File: src/rtl/if_stage_if.sv
// if_stage_if: bundles the fetch-stage control, instruction-memory and
// IF/ID signals between the pipeline (master) and the fetch stage (slave).
//
// Signal summary (directions seen from the fetch stage):
//   start_i       in   run enable; 0 freezes the PC and inserts bubbles
//   stall_i       in   load-use stall from the hazard unit
//   flush_i       in   branch taken in ID
//   target_i      in   branch target from the ID adder (bits [1:0] ignored)
//   imem_data_i   in   word returned by the combinational instruction memory
//   imem_addr_o   out  instruction-memory address, always equal to pc_o
//   pc_o          out  current fetch PC
//   ifid_pc_o     out  PC of the instruction held in IF/ID
//   ifid_instr_o  out  instruction held in IF/ID
//   ifid_valid_o  out  1 = IF/ID holds a real instruction, 0 = bubble
//   stall_cnt_o   out  saturating count of stall cycles
//   flush_cnt_o   out  saturating count of flush cycles
//
// Qualifier semantics: there is no valid/ready pair here. ifid_valid_o
// qualifies ifid_pc_o/ifid_instr_o on every cycle; the consumer never
// back-pressures IF/ID except through stall_i, which holds all IF/ID fields.
interface if_stage_if #(
  parameter int PC_W  = 32,
  parameter int CNT_W = 32
);
  logic             start_i;
  logic             stall_i;
  logic             flush_i;
  logic [PC_W-1:0]  target_i;
  logic [31:0]      imem_data_i;
  logic [PC_W-1:0]  imem_addr_o;
  logic [PC_W-1:0]  pc_o;
  logic [PC_W-1:0]  ifid_pc_o;
  logic [31:0]      ifid_instr_o;
  logic             ifid_valid_o;
  logic [CNT_W-1:0] stall_cnt_o;
  logic [CNT_W-1:0] flush_cnt_o;

  modport master (
    output start_i, stall_i, flush_i, target_i, imem_data_i,
    input  imem_addr_o, pc_o, ifid_pc_o, ifid_instr_o, ifid_valid_o,
           stall_cnt_o, flush_cnt_o
  );

  modport slave (
    input  start_i, stall_i, flush_i, target_i, imem_data_i,
    output imem_addr_o, pc_o, ifid_pc_o, ifid_instr_o, ifid_valid_o,
           stall_cnt_o, flush_cnt_o
  );
endinterface

File: src/rtl/if_stage.sv
// if_stage: instruction-fetch stage of the 5-stage RISC-V pipeline.
// Holds the PC, drives the instruction-memory address combinationally and
// registers the fetched word into the IF/ID pipeline register (1-cycle
// latency). Applies run/flush/stall with priority start > flush > stall.
//
// Ports:
//   clk_i  clock
//   rst_i  asynchronous, active-high reset
//   bus    if_stage_if.slave (control, imem, IF/ID and counter signals)
//
// Build option: define IF_PERF_CNT_EN to implement the saturating
// stall/flush event counters; otherwise both counter outputs are tied to 0
// and no counter flops exist. PC and IF/ID behaviour is identical.
//
// There is no FSM: the only mode is run/frozen, taken directly from start_i.
module if_stage #(
  parameter int          PC_W     = 32,
  parameter int          CNT_W    = 32,
  parameter logic [31:0] NOP_WORD = 32'h0000_0000
) (
  input  logic    clk_i,
  input  logic    rst_i,
  if_stage_if.slave bus
);

  logic [PC_W-1:0] pc;
  logic [PC_W-1:0] ifid_pc;
  logic [31:0]     ifid_instr;
  logic            ifid_valid;

  assign bus.pc_o         = pc;
  assign bus.imem_addr_o  = pc;
  assign bus.ifid_pc_o    = ifid_pc;
  assign bus.ifid_instr_o = ifid_instr;
  assign bus.ifid_valid_o = ifid_valid;

  always_ff @(posedge clk_i or posedge rst_i) begin
    if (rst_i) begin
      pc         <= '0;
      ifid_pc    <= '0;
      ifid_instr <= NOP_WORD;
      ifid_valid <= 1'b0;
    end else if (!bus.start_i) begin
      // Frozen: PC holds, a bubble enters IF/ID.
      ifid_pc    <= '0;
      ifid_instr <= NOP_WORD;
      ifid_valid <= 1'b0;
    end else if (bus.flush_i) begin
      // Redirect to the word-aligned target and squash the wrong-path fetch.
      pc         <= {bus.target_i[PC_W-1:2], 2'b00};
      ifid_pc    <= '0;
      ifid_instr <= NOP_WORD;
      ifid_valid <= 1'b0;
    end else if (!bus.stall_i) begin
      // Sequential fetch; the add wraps naturally at 2^PC_W.
      pc         <= pc + PC_W'(4);
      ifid_pc    <= pc;
      ifid_instr <= bus.imem_data_i;
      ifid_valid <= 1'b1;
    end
    // Stall: PC and every IF/ID field hold.
  end

`ifdef IF_PERF_CNT_EN
  logic [CNT_W-1:0] stall_cnt;
  logic [CNT_W-1:0] flush_cnt;

  assign bus.stall_cnt_o = stall_cnt;
  assign bus.flush_cnt_o = flush_cnt;

  // Counts follow the same priority as the PC update: a flush masks a
  // simultaneous stall, and nothing counts while frozen. Both saturate.
  always_ff @(posedge clk_i or posedge rst_i) begin
    if (rst_i) begin
      stall_cnt <= '0;
      flush_cnt <= '0;
    end else if (bus.start_i) begin
      if (bus.flush_i) begin
        if (flush_cnt != {CNT_W{1'b1}}) flush_cnt <= flush_cnt + CNT_W'(1);
      end else if (bus.stall_i) begin
        if (stall_cnt != {CNT_W{1'b1}}) stall_cnt <= stall_cnt + CNT_W'(1);
      end
    end
  end
`else
  assign bus.stall_cnt_o = {CNT_W{1'b0}};
  assign bus.flush_cnt_o = {CNT_W{1'b0}};
`endif

endmodule

File: src/flat_wrapper.sv
// flat-port wrapper written by rule: the top's interface ports become plain ports
module if_stage_flat 
#(
  parameter int          PC_W     = 32,
  parameter int          CNT_W    = 32,
  parameter logic [31:0] NOP_WORD = 32'h0000_0000
)
  (clk_i, rst_i, bus_start_i, bus_stall_i, bus_flush_i, bus_target_i, bus_imem_data_i, bus_imem_addr_o, bus_pc_o, bus_ifid_pc_o, bus_ifid_instr_o, bus_ifid_valid_o, bus_stall_cnt_o, bus_flush_cnt_o);
  if_stage_if #(.PC_W(PC_W), .CNT_W(CNT_W)) bus_i ();
  input  logic clk_i;
  input  logic rst_i;
  input wire logic [$bits(bus_i.start_i)-1:0] bus_start_i;
  input wire logic [$bits(bus_i.stall_i)-1:0] bus_stall_i;
  input wire logic [$bits(bus_i.flush_i)-1:0] bus_flush_i;
  input wire logic [$bits(bus_i.target_i)-1:0] bus_target_i;
  input wire logic [$bits(bus_i.imem_data_i)-1:0] bus_imem_data_i;
  output wire logic [$bits(bus_i.imem_addr_o)-1:0] bus_imem_addr_o;
  output wire logic [$bits(bus_i.pc_o)-1:0] bus_pc_o;
  output wire logic [$bits(bus_i.ifid_pc_o)-1:0] bus_ifid_pc_o;
  output wire logic [$bits(bus_i.ifid_instr_o)-1:0] bus_ifid_instr_o;
  output wire logic [$bits(bus_i.ifid_valid_o)-1:0] bus_ifid_valid_o;
  output wire logic [$bits(bus_i.stall_cnt_o)-1:0] bus_stall_cnt_o;
  output wire logic [$bits(bus_i.flush_cnt_o)-1:0] bus_flush_cnt_o;
  assign bus_i.start_i = bus_start_i;
  assign bus_i.stall_i = bus_stall_i;
  assign bus_i.flush_i = bus_flush_i;
  assign bus_i.target_i = bus_target_i;
  assign bus_i.imem_data_i = bus_imem_data_i;
  assign bus_imem_addr_o = bus_i.imem_addr_o;
  assign bus_pc_o = bus_i.pc_o;
  assign bus_ifid_pc_o = bus_i.ifid_pc_o;
  assign bus_ifid_instr_o = bus_i.ifid_instr_o;
  assign bus_ifid_valid_o = bus_i.ifid_valid_o;
  assign bus_stall_cnt_o = bus_i.stall_cnt_o;
  assign bus_flush_cnt_o = bus_i.flush_cnt_o;
  if_stage #(.PC_W(PC_W), .CNT_W(CNT_W), .NOP_WORD(NOP_WORD)) u_core (.clk_i(clk_i), .rst_i(rst_i), .bus(bus_i));
endmodule
File: config.mk
export PLATFORM = sky130hd
export DESIGN_NAME = if_stage_flat
export DESIGN_NICKNAME = d
export VERILOG_FILES = /design/src/rtl/if_stage_if.sv /design/src/rtl/if_stage.sv /design/src/flat_wrapper.sv
export SDC_FILE = /design/constraint.sdc
export NUM_CORES = 1
export LEC_CHECK = 0
export ABC_AREA = 1
export CAP_MARGIN = 5
export CORE_MARGIN = 5
export CORE_UTILIZATION = 40
export DETAILED_ROUTE_END_ITERATION = 7
export DONT_BUFFER_PORTS = 1
export GPL_TIMING_DRIVEN = 0
export HOLD_SLACK_MARGIN = 0.1
export PLACE_DENSITY = 0.55
export SYNTH_ARGS = -nofsm -noshare
export SYNTH_HDL_FRONTEND = slang
export SYNTH_SLANG_ARGS = --single-unit
File: constraint.sdc
create_clock -name clk_i -period 4.45 [get_ports clk_i]
set_input_delay 1.335 -clock clk_i [delete_from_list [all_inputs] [get_ports clk_i]]
set_output_delay 1.335 -clock clk_i [all_outputs]
set_load 0.01 [all_outputs]
==> metrics, run 1 <==
Tmin final=2.42 ns; CTS tree=done; Hold Fails Final Rpt=0; share of the synthesized area in the top cell type=44.2%; max-slew violation count=0; Overall Global Routing Usage=18.9%; clock sinks=94; Yosys reg bits=94; M2 GR Usage=30.9%; LEAKAGE=3.06 nW; Critical Path RT=3.12 ns; synthesized instance count=680; Inserted Diodes=0; post-synthesis cell area=5320 µm²; combinational share of power=17.9%; final period utilization=54.5%; Design Power=2.32 mW; worst-path cell chain=buf_4; worst rel slew slack=58.9%; CP endpoint kind=primary output; sequential fraction of the synthesis area=44.2%; outcome=finished, final reports clean; Residual DRC=0; largest net degree at the start of global routing=51; Synth area leader=dfrtp_1; Setup CP Type=register to primary output; Final setup viols=0; FF/Latch Area=2350 µm²; worst hold path type=register to register; number of synthesized flops with an enable pin=0; gpl congestion=0.855; Top FF cell, synth=dfrtp_1; Synth-to-Final Area Change=15.5%; f_max=about 410 MHz; drt first pass iters=5; synth unique cells=30; Avg WL per Cell=between 15 and 20 µm; dpl hpwl=11800 µm; cts hold-fix bufs=0; Syn Area/Cell=7.82 µm²; # resized after CTS=0; vias in the first global route=4384; Worst-Skew Late Latency=0.34 ns; synth warn=0; Switching Share=31.0%; Worst path top cell family by delay=flip-flops; hold_sp=u_core.bus.ifid_pc_o[1]; CTS clk-pin slew, worst paths=0.06 ns; port bufs=0; drt via density=4.65; Max Cap Violations=0; Switch Pwr=720 µW; Bufs and invs on worst path=1; part of the power in the clock network=35.3%; Worst R2R Setup Slack=2.62 ns; Worst Tran Pin Value=approximately 0.62 ns; pwr dens=~380 nW/µm²; final hold slack=0.588 ns; grt peak-use layer=met2; Reg2Reg Depth=8; Num CTS Buffers=9; layout cell share with drive strength beyond 1=17.9%; boundary pin count=~260; Final Util=46.8%; Setup WS pre-CTS=approximately 1.8 ns; GR Util met1=approximately 24%; postcts setup bufs=0; starting density of the core=about two fifths; Placed Cells=924; Peak supply drop=0.212 mV; clk_skew=0.0128 ns; DP Area=5820 µm²; gr ovfl total=0; core area=13100 µm²; die area=between 15000 and 20000 µm²; slowest stage delay, CP=0.55 ns; startpoint types=register; Die W=125 µm; root buffer cell=clkbuf_16; Post-DRT Antenna Nets=0; Design Area, Final=6140 µm²; capturing point of the worst reg2reg path=u_core.bus.imem_addr_o[24]; H-tree depth=3; Max Buffers Root-to-Sink=2; Iter 0 DRT Violations=385; Worst Hold Depth=2; via count=4373; WHS Endpoint=u_core.bus.ifid_pc_o[1]; initial antenna violation count=0; reg2reg start=u_core.bus.imem_addr_o[2]; first-pass GRT wire length=23900 µm; Sequential Power Share=46.9%; multi-input logic area=just under 2000 µm²; Arr. time, crit path=1.09 ns; met3 GRT Util=5.46%; unrepaired setup endpoints after global routing=false; Die Y=125 µm; Finished Layout Cells=940; Setup TNS=0 ns; Crit-path slowest cell=dfrtp_1; Nets=a little over 800; cell-internal power=about 1.6 mW; Row Count=42; Area contributors post-synth=dfrtp_1, buf_4, nand2_1; Filler Cells Inserted=1329; DRT Wirelength=roughly 15000 µm; CP Max Fanout=7; FFs w/ async S/R, synth=100%; setup ws final=2.03 ns
==> layout by cell type, fill, tap and decap left out, types with 2 or more instances in the layout <==
| cell | instances |
|---|---|
| nand3_1 | 44 |
| o211ai_1 | 3 |
| clkbuf_16 | 9 |
| buf_1 | 2 |
| dfrtp_1 | 94 |
| o22ai_1 | 26 |
| nand2_1 | 118 |
| nor2_1 | 68 |
| buf_2 | 6 |
| clkbuf_1 | 10 |
| conb_1 | 68 |
| nand4_1 | 2 |
| a22oi_1 | 26 |
| buf_4 | 104 |
| nor2_2 | 4 |
| clkbuf_8 | 4 |
| nand3_2 | 2 |
| o21ai_0 | 49 |
| inv_1 | 108 |
==> flip-flops by register name, indices dropped and copies added (netlist names) <==
signal	flops
u_core.bus.ifid_instr_o	32
u_core.bus.ifid_valid_o	1
u_core.bus.ifid_pc_o	31
u_core.bus.imem_addr_o	30
==> cell usage after synthesis, types with 2 or more instances <==
| cell | instances |
|---|---|
| nand4_1 | 2 |
| o21ai_0 | 49 |
| nand2_1 | 118 |
| inv_1 | 109 |
| nor2_2 | 4 |
| o211ai_1 | 3 |
| nand3_1 | 44 |
| buf_4 | 104 |
| a22oi_1 | 26 |
| dfrtp_1 | 94 |
| buf_2 | 6 |
| clkbuf_1 | 9 |
| nand3_2 | 2 |
| buf_1 | 2 |
| o22ai_1 | 26 |
| nor2_1 | 68 |
==> worst min-delay path, stage by stage (launching register included) <==
cell and delay, ns:
dfrtp_1 0.44, inv_1 0.08, nor2_1 0.04
==> cell type report <==
cell class	instances	area share (%)
sequential	94	38.3
multi-input combinational	421	31.8
buffer	121	13.9
inverter	111	6.82
clock buffer	14	4.62
tap	176	3.58
clock inverter	2	0.611
timing repair buffer	1	0.448
==> worst max-delay path by stage <==
stage	startpoint	endpoint	slack (ns)	cells after the start
final	u_core.bus.imem_addr_o[11]	bus_pc_o[11]	2.03	1
after floorplan	rst_i	u_core.bus.ifid_instr_o[0]	0.67	1
after global placement	rst_i	u_core.bus.ifid_instr_o[20]	-0.48	1
after detailed placement	bus_flush_i	u_core.bus.ifid_pc_o[11]	1.82	4
after global routing	u_core.bus.imem_addr_o[16]	bus_pc_o[16]	1.95	1
after CTS	u_core.bus.imem_addr_o[16]	bus_pc_o[16]	2.00	1
==> routing by layer <==
metal	wire (µm)	up-vias
li1	-	2139
met1	6470	2018
met2	7260	193
met3	1260	23
met4	338	0
met5	0	-
==> cells by family after synthesis <==
| kind of cell | Yosys count | synth area share, % |
|---|---|---|
| fa+ha+maj | 1 | 0.235 |
| other cells | 1 | 0.0705 |
| flops | 94 | 44.2 |
| simple gates | 242 | 18.9 |
| xor+xnor | 1 | 0.165 |
| buf+inv | 232 | 23.8 |
| compound gates | 109 | 12.6 |
==> power by group through the flow <==
stage          clock network, mW  logic [mW]  registers (mW)
3_3_place_gp                   0       0.405            1.11
4_1_cts                    0.835       0.416            1.09
6_report                   0.819       0.415            1.09
3_5_place_dp                   0       0.414            1.11
5_1_grt                    0.869       0.468            1.11
2_1_floorplan                  0       0.348            1.06
(Power assumes the default switching activity.)
==> run 2: changes to the inputs <==
--- a/config.mk
+++ b/config.mk
@@ -13,7 +13,7 @@
 export DONT_BUFFER_PORTS = 1
 export GPL_TIMING_DRIVEN = 0
 export HOLD_SLACK_MARGIN = 0.1
-export PLACE_DENSITY = 0.55
+export PLACE_DENSITY = 0.57
 export SYNTH_ARGS = -nofsm -noshare
 export SYNTH_HDL_FRONTEND = slang
 export SYNTH_SLANG_ARGS = --single-unit
==> constraint.sdc (replaced) <==
create_clock -name clk_i -period 1.98 [get_ports clk_i]
set_input_delay 0.594 -clock clk_i [delete_from_list [all_inputs] [get_ports clk_i]]
set_output_delay 0.594 -clock clk_i [all_outputs]
set_load 0.01 [all_outputs]
==> metrics, run 2 (same netlist as run 1, synthesis figures left out) <==
Post-DRT Antenna Nets=0; H-tree depth=3; f_max=548 MHz; Worst R2R Setup Slack=0.16 ns; Tmin final=1.82 ns; final hold slack=~0.15 ns; DRT Wirelength=15100 µm; Num CTS Buffers=9; commonest non-fill, non-tap cell in the layout=nand2_1; Hold Fails Final Rpt=0; most frequent cells in the layout=nand2_1, inv_1, buf_4; Iter 0 DRT Violations=between 300 and 400; max FFs per register=32; Overall Global Routing Usage=18.6%; Max Buffers Root-to-Sink=2; starting density of the core=40.5%; via count=4425; capturing point of the worst reg2reg path=u_core.bus.imem_addr_o[26]; gr ovfl total=0; Final setup viols=0; worst hold path type=input port to asynchronous set/reset pin; unrepaired setup endpoints after global routing=false; drt first pass iters=4; FF/Latch Area=2350 µm²; clock sinks=between 90 and 100; Peak supply drop=roughly 0.42 mV; Worst-Skew Late Latency=roughly 0.34 ns; multi-input logic area=between 1500 and 2000 µm²; Avg WL per Cell=16.0 µm; CTS tree=done; Final Util=47.3%; Synth-to-Final Area Change=16.7%; Max Cap Violations=0; layout cell share with drive strength beyond 1=18.3%; Setup CP Type=register to register; CTS clk-pin slew, worst paths=0.07 ns; setup ws final=0.156 ns; clk_skew=roughly 0.009 ns; dpl hpwl=11700 µm; largest net degree at the start of global routing=41; Residual DRC=0; drt via density=roughly 4.7; Setup WS pre-CTS=0.119 ns; Die Y=125 µm; root buffer cell=clkbuf_16; outcome=finished, final reports clean; max-slew violation count=0; core area=between 10000 and 15000 µm²; LEAKAGE=3.09 nW; port bufs=0; boundary pin count=262; Row Count=42; initial antenna violation count=0; Critical Path RT=2.21 ns; Nets=830; Worst Tran Pin Value=0.593 ns; pwr dens=892 nW/µm²; CP Max Fanout=9; CP endpoint kind=register; vias in the first global route=4316; final period utilization=about 92%; reg2reg start=u_core.bus.imem_addr_o[2]; gpl congestion=0.860; Reg2Reg Depth=8; startpoint types=register; Die W=125 µm; die area=15700 µm²; Inserted Diodes=0; Filler Cells Inserted=around 1.3k; Setup TNS=0 ns; worst rel slew slack=60.5%; Arr. time, crit path=2.05 ns; first-pass GRT wire length=23300 µm; postcts setup bufs=0
-- run 2: cell count changes in the layout (fill, tap and decap cells not counted), sizes merged --
cell,delta
clkbuf,-4
clkinvlp,+1
inv,-1
clkinv,+1
buf,+1
bufinv,+3
-- run 2: cell type report --
cell class / instances / area share (%)
Clock inverter: 6 / 2.14
Inverter: 111 / 6.77
Buffer: 121 / 13.7
Timing Repair Buffer: 2 / 0.645
Tap cell: 176 / 3.55
Clock buffer: 10 / 3.85
Multi-Input combinational cell: 421 / 31.5
Sequential cell: 94 / 37.9
-- run 2: report_power, final --
| part | leakage, nW | internal (mW) | total [mW] | switching (mW) |
|---|---|---|---|---|
| Combinational | 1.67 | 0.401 | 0.930 | 0.529 |
| Sequential | 1.24 | 2.08 | 2.45 | 0.363 |
| Clock | 0.179 | 1.40 | 2.16 | 0.768 |
-- run 2: per-stage QoR --
step | power (mW) | area (µm²) | std cells
2_1_floorplan | 3.16 | 5580 | 747
3_3_place_gp | 3.39 | 5800 | 923
3_5_place_dp | 3.42 | 5840 | 925
4_1_cts | 5.58 | 6210 | 941
5_1_grt | 5.79 | 6210 | 941
6_report | 5.54 | 6210 | 941
-- run 2: per-layer routing --
| layer | up-vias | track usage, % | part of all wire, % |
|---|---|---|---|
| met1 | 2082 | 23.9 | 42 |
| met2 | 188 | 29.7 | 46 |
| met4 | 0 | 5.17 | 1.3 |
| li1 | 2141 | - | - |
| met3 | 14 | 6.74 | 10 |
| met5 | - | 0 | 0 |
-- run 2: what timing repair did --
action | 4_1_cts | 5_1_grt
hold buffers | 0 | 0
endpoints found under the setup margin | 0 | 1
endpoints found under the hold margin | 0 | 0
gates resized for setup | 0 | 1
-- run 2: critical path: stages (launching register included) --
cell,delay [ns]
dfrtp_1,0.53
ha_1,0.23
nand2_1,0.08
nor2_2,0.21
nand3_2,0.18
nor2_4,0.26
nand2_1,0.09
nand2_1,0.07
nand3_1,0.06
-- run 2: worst max-delay path by stage --
stage / from / endpoint / slack (ns) / cells past startpoint
floorplan: rst_i / u_core.bus.ifid_instr_o[0] / 0.28 / 1
global placement: rst_i / u_core.bus.ifid_pc_o[25] / -0.28 / 1
detailed placement: bus_flush_i / u_core.bus.ifid_pc_o[5] / 0.12 / 4
CTS: u_core.bus.imem_addr_o[2] / u_core.bus.imem_addr_o[24] / 0.13 / 8
global route: u_core.bus.imem_addr_o[2] / u_core.bus.imem_addr_o[28] / 0.02 / 8
finish: u_core.bus.imem_addr_o[2] / u_core.bus.imem_addr_o[26] / 0.16 / 8
